==> config.mk <==
export PLATFORM = sky130hd
export DESIGN_NAME = pwm_core
export DESIGN_NICKNAME = d
export VERILOG_FILES = /design/src/rtl/pwm_pkg.sv /design/src/rtl/pwm_prescale.sv /design/src/rtl/pwm_core.sv
export SDC_FILE = /design/constraint.sdc
export NUM_CORES = 1
export LEC_CHECK = 0
export ABC_AREA = 1
export CAP_MARGIN = 20
export CORE_MARGIN = 5
export CORE_UTILIZATION = 52
export DETAILED_ROUTE_END_ITERATION = 10
export GPL_TIMING_DRIVEN = 0
export PLACE_DENSITY = 0.77
export SLEW_MARGIN = 40
export SYNTH_ARGS = -nofsm -noshare
export SYNTH_HDL_FRONTEND = slang
export SYNTH_SLANG_ARGS = --single-unit
==> constraint.sdc <==
create_clock -name mclk -period 3.8 [get_ports mclk]
set_clock_uncertainty 0.1 [all_clocks]
set_input_delay 0.76 -clock mclk [delete_from_list [all_inputs] [get_ports mclk]]
set_output_delay 0.76 -clock mclk [all_outputs]
set_load 0.1 [all_outputs]
==> src/rtl/pwm_pkg.sv <==
// pwm_pkg: shared types and constants for the PWM channel core.
//   pwm_state_e : channel FSM state (PWM_IDLE, PWM_RUN)
//   PWM_CNT_W   : width of the period counter and prescaler
//   PWM_SCALE_W : width of the prescale exponent
package pwm_pkg;

  localparam int unsigned PWM_CNT_W   = 16;
  localparam int unsigned PWM_SCALE_W = 4;

  typedef enum logic {
    PWM_IDLE,
    PWM_RUN
  } pwm_state_e;

  // Terminal prescaler value for a given exponent: 2^scale - 1.
  function automatic logic [PWM_CNT_W-1:0] scale_mask(input logic [PWM_SCALE_W-1:0] scale);
    return (PWM_CNT_W'(1) << scale) - PWM_CNT_W'(1);
  endfunction

endpackage

==> src/rtl/pwm_prescale.sv <==
// pwm_prescale: divides mclk by 2^scale while enabled.
//   mclk      in  system clock
//   h_reset_n in  asynchronous active-low reset
//   enable_i  in  count enable; when low the counter is held at 0
//   scale_i   in  prescale exponent
//   tick_o    out one-cycle strobe when the counter reaches 2^scale-1
module pwm_prescale
  import pwm_pkg::*;
(
  input  logic                   mclk,
  input  logic                   h_reset_n,
  input  logic                   enable_i,
  input  logic [PWM_SCALE_W-1:0] scale_i,
  output logic                   tick_o
);

  logic [PWM_CNT_W-1:0] pre_q, pre_d;

  assign tick_o = enable_i && (pre_q == scale_mask(scale_i));

  always_comb begin
    pre_d = '0;
    if (enable_i && !tick_o) begin
      pre_d = pre_q + PWM_CNT_W'(1);
    end
  end

  always_ff @(posedge mclk or negedge h_reset_n) begin
    if (!h_reset_n) begin
      pre_q <= '0;
    end else begin
      pre_q <= pre_d;
    end
  end

endmodule

==> src/rtl/pwm_core.sv <==
// pwm_core: one PWM channel with prescaler, shadowed period/high settings,
// one-shot mode and output inversion.
//   mclk, h_reset_n    clock, asynchronous active-low reset
//   cfg_pwm_enb/run    channel enable and run request (both needed to run)
//   cfg_pwm_dupdate    1 = keep shadows at period boundary
//   cfg_pwm_oneshot    stop after one period
//   cfg_pwm_inv        invert waveform
//   cfg_pwm_scale      tick every 2^scale mclk
//   cfg_pwm_period     terminal count (period+1 ticks)
//   cfg_pwm_high       high-phase length in ticks
//   pwm_wfm            registered waveform
//   pwm_os_done        one-cycle pulse at one-shot completion
//   pwm_ovflow         one-cycle pulse after each counter wrap
module pwm_core
  import pwm_pkg::*;
(
  input  logic                   mclk,
  input  logic                   h_reset_n,
  input  logic                   cfg_pwm_enb,
  input  logic                   cfg_pwm_run,
  input  logic                   cfg_pwm_dupdate,
  input  logic                   cfg_pwm_oneshot,
  input  logic                   cfg_pwm_inv,
  input  logic [PWM_SCALE_W-1:0] cfg_pwm_scale,
  input  logic [PWM_CNT_W-1:0]   cfg_pwm_period,
  input  logic [PWM_CNT_W-1:0]   cfg_pwm_high,
  output logic                   pwm_wfm,
  output logic                   pwm_os_done,
  output logic                   pwm_ovflow
);

  pwm_state_e             st_q, st_d;
  logic [PWM_CNT_W-1:0]   cnt_q, cnt_d;
  logic [PWM_CNT_W-1:0]   per_q, per_d;
  logic [PWM_CNT_W-1:0]   high_q, high_d;
  logic [PWM_SCALE_W-1:0] scale_q, scale_d;
  logic                   os_q, os_d;
  logic                   inv_q, inv_d;
  logic                   wfm_q, wfm_d;
  logic                   ovf_q, ovf_d;
  logic                   osd_q, osd_d;
  logic                   go;
  logic                   tick;
  logic                   load;

  assign go = cfg_pwm_enb && cfg_pwm_run;

  // Prescaler runs only while staying in RUN; an abort clears it on the same edge.
  pwm_prescale u_prescale (
    .mclk      (mclk),
    .h_reset_n (h_reset_n),
    .enable_i  ((st_q == PWM_RUN) && go),
    .scale_i   (scale_q),
    .tick_o    (tick)
  );

  always_comb begin
    st_d    = st_q;
    cnt_d   = cnt_q;
    per_d   = per_q;
    high_d  = high_q;
    scale_d = scale_q;
    os_d    = os_q;
    inv_d   = inv_q;
    ovf_d   = 1'b0;
    osd_d   = 1'b0;
    load    = 1'b0;

    case (st_q)
      PWM_IDLE: begin
        cnt_d = '0;
        if (go) begin
          st_d = PWM_RUN;
          load = 1'b1;
        end
      end
      PWM_RUN: begin
        if (!go) begin
          st_d  = PWM_IDLE;
          cnt_d = '0;
        end else if (tick) begin
          if (cnt_q == per_q) begin
            cnt_d = '0;
            ovf_d = 1'b1;
            if (os_q) begin
              osd_d = 1'b1;
              st_d  = PWM_IDLE;
            end else if (!cfg_pwm_dupdate) begin
              load = 1'b1;
            end
          end else begin
            cnt_d = cnt_q + PWM_CNT_W'(1);
          end
        end
      end
      default: st_d = PWM_IDLE;
    endcase

    if (load) begin
      per_d   = cfg_pwm_period;
      high_d  = cfg_pwm_high;
      scale_d = cfg_pwm_scale;
      os_d    = cfg_pwm_oneshot;
      inv_d   = cfg_pwm_inv;
    end

    // Waveform is computed from the post-edge count/shadows so it is registered
    // without an extra cycle of lag.
    if (st_d == PWM_RUN) begin
      wfm_d = (cnt_d < high_d) ^ inv_d;
    end else begin
      wfm_d = cfg_pwm_inv;
    end
  end

  always_ff @(posedge mclk or negedge h_reset_n) begin
    if (!h_reset_n) begin
      st_q    <= PWM_IDLE;
      cnt_q   <= '0;
      per_q   <= '0;
      high_q  <= '0;
      scale_q <= '0;
      os_q    <= 1'b0;
      inv_q   <= 1'b0;
      wfm_q   <= 1'b0;
      ovf_q   <= 1'b0;
      osd_q   <= 1'b0;
    end else begin
      st_q    <= st_d;
      cnt_q   <= cnt_d;
      per_q   <= per_d;
      high_q  <= high_d;
      scale_q <= scale_d;
      os_q    <= os_d;
      inv_q   <= inv_d;
      wfm_q   <= wfm_d;
      ovf_q   <= ovf_d;
      osd_q   <= osd_d;
    end
  end

  assign pwm_wfm     = wfm_q;
  assign pwm_ovflow  = ovf_q;
  assign pwm_os_done = osd_q;

endmodule
### Yosys cells after proc, flatten, opt, wreduce, memory -nomap -nowiden

Index checks and enable logic that the tools add are counted.

| word-level totals | value |
|---|---|
| bits in registers | 74 |
| output and inout port bits | 3 |
| input port bits | 43 |
| logic and storage cells | 54 |

| operators by class | value |
|---|---|
| shift operators | 1 |
| equal/unequal tests | 2 |
| muxes and demuxes | 29 |
| $lt $le $gt $ge | 1 |
| bitwise logic cells | 2 |
| reduce and logical (&&, ||, !) cells | 5 |
| add/sub/neg operators | 3 |

Operators with widths:

| operator | number |
|---|---|
| two-way mux 16 bit | 5 |
| adder 16 x 1 -> 16 bit (second input constant) | 2 |
| == test 16 bit | 2 |
| one-hot mux 16 bit (2 select lines) | 1 |
| two-way mux 1 bit | 21 |
| less-than comparator 16 bit | 1 |
| << shifter 1 x 4 -> 16 bit (first input constant) | 1 |
| subtractor 16 x 2 -> 16 bit (second input constant) | 1 |
| logical AND 1 bit | 4 |
| one-hot mux 1 bit (2 select lines) | 2 |
| logical NOT 1 bit | 1 |
| inverter 1 bit | 1 |
| XOR 1 bit | 1 |

### Depth between registers and ports, before layout

| logic depth | value |
|---|---|
| depth in word-level cells | 11 |
| mapped depth | 34 |
| depth with buffers taken out | 33 |

### Hierarchy

A second synthesis with hierarchy kept.

| unflattened totals | value |
|---|---|
| cell total of the unflattened synthesis | 584 |
| area total of the unflattened synthesis | 4388.0 µm² |

By module, submodules not included:

| module | cells an instance | seq. area each (µm²) | instances | area each (µm²) |
|---|---|---|---|---|
| pwm_core | 381 | 1451.4 | 1 | 3081.7 |
| pwm_prescale | 203 | 400.4 | 1 | 1306.3 |

### Least setup slack after synthesis

Ideal clock, no wire load.

| path | value |
|---|---|
| path type | flip-flop to flip-flop |
| start | register scale_q[2] |
| end | register wfm_q, in the netlist pwm_wfm |
| setup slack | -0.105 ns |
| setup time | 0.120 ns |
| arrival time | 3.685 ns |
| cell stages (with the launch flop) | 33 |
| path buffers | 1 |
| period minus slack after synthesis | 3.905 ns |
| data required time | 3.580 ns |
| cells stage by stage | dfrtp_1 -> buf_6 -> nor2_8 -> nand3_1 -> ha_1 -> nor2_1 -> nor2_1 -> nand2_1 -> nor2_1 -> nand2_1 -> nor2_1 -> nand2_1 -> nor2_2 -> nand2_2 -> nor2_4 -> nand2_2 -> nor3_2 -> nand2_1 -> nor2_2 -> nand2_2 -> inv_2 -> nand3_1 -> nor2_1 -> a21oi_1 -> o21a_1 -> ha_1 -> a21oi_1 -> nor2_1 -> a211oi_1 -> o221a_2 -> nand3_1 -> nand3_1 -> nand2_1 |

| on the way | value |
|---|---|
| elaborated cells on any way between the ends | 18 |
| those cells by class | add/sub: 1; order compare: 1; eq/ne: 1; shift: 1; mux: 12; bitwise: 1; reduce/logical: 1 |

RTL lines:

| what | RTL line | source |
|---|---|---|
| start: declaration | pwm_core.sv:36 | `logic [PWM_SCALE_W-1:0] scale_q, scale_d;` |
| start signal: assignment | pwm_core.sv:133 | `scale_q <= scale_d;` |
| << shifter 1 x 4 -> 16 bit | pwm_pkg.sv:17 | `return (PWM_CNT_W'(1) << scale) - PWM_CNT_W'(1);` |
| subtractor 16 x 2 -> 16 bit | pwm_pkg.sv:17 |  |
| == test 16 bit | pwm_prescale.sv:19 | `assign tick_o = enable_i && (pre_q == scale_mask(scale_i));` |
| logical AND 1 bit | pwm_prescale.sv:19 |  |
| two-way mux 16 bit | pwm_core.sv:81 | `end else if (tick) begin` |
| two-way mux 16 bit | pwm_core.sv:78 | `if (!go) begin` |
| one-hot mux 16 bit (2 select lines) | pwm_core.sv:69 | `case (st_q)` |
| named net cnt_d[9] | pwm_core.sv:33 | `logic [PWM_CNT_W-1:0] cnt_q, cnt_d;` |
| less-than comparator 16 bit | pwm_core.sv:110 | `wfm_d = (cnt_d < high_d) ^ inv_d;` |
| XOR 1 bit | pwm_core.sv:110 |  |
| two-way mux 1 bit | pwm_core.sv:109 | `if (st_d == PWM_RUN) begin` |
| named net wfm_d | pwm_core.sv:39 | `logic wfm_q, wfm_d;` |
| end signal: assignment | pwm_core.sv:136 | `wfm_q <= wfm_d;` |
| end: declaration | pwm_core.sv:39 |  |

The timed path passes the listed nets, and every way through them passes these cells.
A chain may end at the register's enable or synchronous reset.

### Worst setup path after layout

| path | value |
|---|---|
| start | register scale_q[1] |
| end | register wfm_q, in the netlist pwm_wfm |

Same word-level chain as after synthesis.

==> flow_metrics.tcl <==
set metrics [dict create \
    outcome "finished, violations left" \
    failed_checks "setup timing" \
    finalWorstSetupSlack_ps -644 \
    critPathKind "register to register" \
    synthDominantAreaCellType "sky130_fd_sc_hd__dfrtp_1" \
    period_share 1.17 \
    hold-worst-slack_ps 178 \
    num-nets-final 725 \
    wl_per_cell_um 14.4 \
    worstSetupEndpoint "pwm_wfm" \
    avgSynthCellArea_um2 7.47 \
    die-height_um 102 \
    slew_viol_final 0 \
    worstSetupStartpoint "scale_q[1]" \
    layout_commonest_cell "sky130_fd_sc_hd__nand2_1" \
    r2r.worst_path.cells 30 \
    buf_inv_on_cp 3 \
    fmax_mhz 225 \
    nFillCells 656 \
    synthDominantCellAreaShare 0.417 \
    hold_violations 0 \
    yosysSeqAreaShare 0.417 \
    area.sequential_um2 1850 \
    synthesized_nets 656 \
    hold_path.class "input port to async pin" \
    netlist_area_um2 4440 \
    crit_path_max_fanout 8 \
    drt-vias-per-instance 5.12 \
    ffs_latches_synth 74 \
    multi_input_area_um2 2300 \
    synthTopCellsByArea "sky130_fd_sc_hd__dfrtp_1 42%, sky130_fd_sc_hd__nand2_1 14%, sky130_fd_sc_hd__inv_1 7.7%, sky130_fd_sc_hd__ha_1 5.1%, sky130_fd_sc_hd__nor2_1 5.0%" \
    period_minus_slack_ps 4440 \
    grt_antenna_before_repair 0 \
    pin_count 46 \
    site_rows 33 \
    gp_weighted_congestion 0.953 \
    crit_path_start_kind "register" \
    rr_endpoint "pwm_wfm" \
    drc 0 \
    count_of_antenna_diodes_in_the_layout 0 \
    drive_above_1_share 0.163 \
    netlist_instances 595 \
    dpl_worst_slack_ps -1000 \
    area_added_between_synthesis_and_finish_pct 25.6 \
    path_depth 30 \
    max_cap_violations 0 \
    cellLeakagePower_nw 2.66 \
    number_of_design_rule_violations_left_by_the_first_detailed_router_iteration 180 \
    grt_overflow_total 0 \
    place_hpwl_um 8250 \
    cellPowerDensity_nw_per_um2 398 \
    port-buffer-count 45 \
    setup_total_negative_slack_ps -644 \
    routed_wirelength_um 11200 \
    cts_tree "done" \
    ys_types 41 \
    critPathSlowestCell "sky130_fd_sc_hd__dfrtp_1" \
    grt_first_pass_wirelength_um 19000 \
    drt-pass1-iter-count 5 \
    die_area_um2 10500 \
    initial_utilization 0.538 \
    grt_util_all_layers 0.234 \
    tritoncts_num_sinks 74 \
    layout.cells.most_common_list "157 x sky130_fd_sc_hd__nand2_1, 91 x sky130_fd_sc_hd__inv_1, 73 x sky130_fd_sc_hd__dfrtp_1" \
    detailroute.via_count 3964 \
    relative_slew_margins 0.564 \
    cts_buffer_depth 2 \
    h_tree_lvl_count 3 \
    setup_repair_after_global_routing_missed_its_margin "yes" \
    timing_worst_slew_pin_value_ps 655 \
    detail-route-antenna-nets 0 \
    timing.critical_path.arrival_ps 4590 \
    cts_root_buf "sky130_fd_sc_hd__clkbuf_8" \
    clk_latency_ps 350 \
    fp.dieW_um 102 \
    final-setup-viol-count 1 \
    grt_max_degree 46 \
    cts_inserted_buffers 9 \
    timing.reg2reg.setup_slack_ps -640 \
    highest_ir_drop_seen_on_vdd_uv 335 \
    r2r-start "scale_q[1]" \
    cpPeakStageDelay_ps 380 \
    hold_buffers 0 \
    timing.critical_path.max_delay_family "simple AND/OR/NAND/NOR gates" \
    critPathCaptureType "register" \
    yosys_warnings 0 \
    worstPathRequired_ps 3950 \
    via_count_of_the_first_global_routing_pass 4194 \
    core_box_area_um2 8260 \
    cts.clk_slew.worst_paths_ps 80 \
]
[registers in the layout (all words and copies together) (netlist names)]
name	cells
pwm_wfm	1
scale_q	4
per_q	16
u_prescale.pre_q	16
pwm_ovflow	1
st_q	1
cnt_q	16
inv_q	1
pwm_os_done	1
os_q	1
high_q	16
[power by group]
| part | internal, mW | switching, mW |
|---|---|---|
| registers | 0.854 | 0.0369 |
| clock network | 0.557 | 0.291 |
| logic | 0.199 | 0.283 |
[per-layer routing]
layer | track usage | share of wire | routed length (um) | vias up
met5 | 0 | 0 | 0 | -
met4 | 0.0969 | 0.028 | 314 | 0
met3 | 0.0478 | 0.037 | 412 | 29
met2 | 0.404 | 0.53 | 5870 | 99
met1 | 0.283 | 0.41 | 4580 | 1823
li1 | - | - | - | 2013
[synthesized netlist by cell type]
| cell | count |
|---|---|
| sky130_fd_sc_hd__nand2_1 | 163 |
| sky130_fd_sc_hd__inv_1 | 91 |
| sky130_fd_sc_hd__dfrtp_1 | 74 |
| sky130_fd_sc_hd__nor2_1 | 59 |
| sky130_fd_sc_hd__o21ai_0 | 37 |
| sky130_fd_sc_hd__nand3_1 | 26 |
| sky130_fd_sc_hd__a21oi_1 | 23 |
| sky130_fd_sc_hd__ha_1 | 18 |
| sky130_fd_sc_hd__nor3_1 | 11 |
| sky130_fd_sc_hd__mux2_2 | 9 |
| sky130_fd_sc_hd__nand2_2 | 8 |
| sky130_fd_sc_hd__xor2_1 | 8 |
| sky130_fd_sc_hd__nand4_1 | 7 |
| sky130_fd_sc_hd__nor3b_1 | 7 |
| sky130_fd_sc_hd__nor2_2 | 6 |
| sky130_fd_sc_hd__inv_2 | 5 |
| sky130_fd_sc_hd__buf_2 | 4 |
| sky130_fd_sc_hd__buf_6 | 3 |
| sky130_fd_sc_hd__clkbuf_1 | 3 |
| sky130_fd_sc_hd__nor2_4 | 3 |
| sky130_fd_sc_hd__nor4_1 | 3 |
| sky130_fd_sc_hd__o21ai_1 | 3 |
| sky130_fd_sc_hd__xnor2_1 | 3 |
| sky130_fd_sc_hd__a211oi_1 | 2 |
| sky130_fd_sc_hd__nand3_2 | 2 |
| sky130_fd_sc_hd__o21a_1 | 2 |
| sky130_fd_sc_hd__a21oi_2 | 1 |
| sky130_fd_sc_hd__a31oi_1 | 1 |
| sky130_fd_sc_hd__and2_1 | 1 |
| sky130_fd_sc_hd__buf_1 | 1 |
| sky130_fd_sc_hd__clkinv_1 | 1 |
| sky130_fd_sc_hd__inv_4 | 1 |
| sky130_fd_sc_hd__inv_6 | 1 |
| sky130_fd_sc_hd__nand2_4 | 1 |
| sky130_fd_sc_hd__nand3b_1 | 1 |
| sky130_fd_sc_hd__nor2_8 | 1 |
| sky130_fd_sc_hd__nor3_2 | 1 |
| sky130_fd_sc_hd__o21bai_1 | 1 |
| sky130_fd_sc_hd__o221a_2 | 1 |
| sky130_fd_sc_hd__o22ai_1 | 1 |
| sky130_fd_sc_hd__or2_2 | 1 |
[worst min-delay path by stage]
| stage | from | end | slack, ps |
|---|---|---|---|
| final | h_reset_n | high_q[6] | 180 |
| after global routing | h_reset_n | high_q[6] | 190 |
| after CTS | h_reset_n | per_q[5] | 180 |
| after detailed placement | high_q[8] | high_q[8] | 410 |
| after global placement | high_q[9] | high_q[9] | 410 |
| after floorplan | h_reset_n | cnt_q[0] | 360 |
[logic make-up (layout without fill, tap and decap cells)]
| family | count (synthesis) | count (layout) | share of synthesized area |
|---|---|---|---|
| AOI/OAI and AO/OA | 72 | 72 | 0.0867 |
| xor gates and xnor gates | 11 | 11 | 0.0217 |
| adders and majority gates | 18 | 18 | 0.0507 |
| buffers and inverters | 110 | 184 | 0.101 |
| DFF | 74 | 74 | 0.417 |
| muxes | 9 | 9 | 0.0228 |
| and+or+nand+nor | 301 | 301 | 0.301 |
[metrics by stage]
| stage | utilization | std cells | power, mW | instance area, um^2 |
|---|---|---|---|---|
| 2_1_floorplan | - | 595 | 1.21 | 4450 |
| 3_3_place_gp | 0.609 | 745 | 1.34 | 5030 |
| 3_5_place_dp | 0.611 | 746 | 1.36 | 5040 |
| 4_1_cts | 0.665 | 771 | 2.23 | 5490 |
| 5_1_grt | 0.676 | 774 | 2.34 | 5580 |
| 6_report | 0.676 | 774 | 2.22 | 5580 |
[repair_timing]
| action | in CTS | in global routing |
|---|---|---|
| gates resized for setup | 17 | 21 |
| setup endpoints to repair | 1 | 9 |
| setup buffers | 9 | 3 |
| pin swaps | 14 | 16 |
[layout make-up]
cell class              count  area share
plain buffers              11      0.0134
clock buffers              12      0.0296
clock inverters             4      0.0215
inverters                  99      0.0679
multi-input cells         411       0.413
flip-flops and latches     74       0.332
well taps                 105      0.0235
repair buffers             58      0.0993
Note: power is estimated with default switching activity, not from simulation.
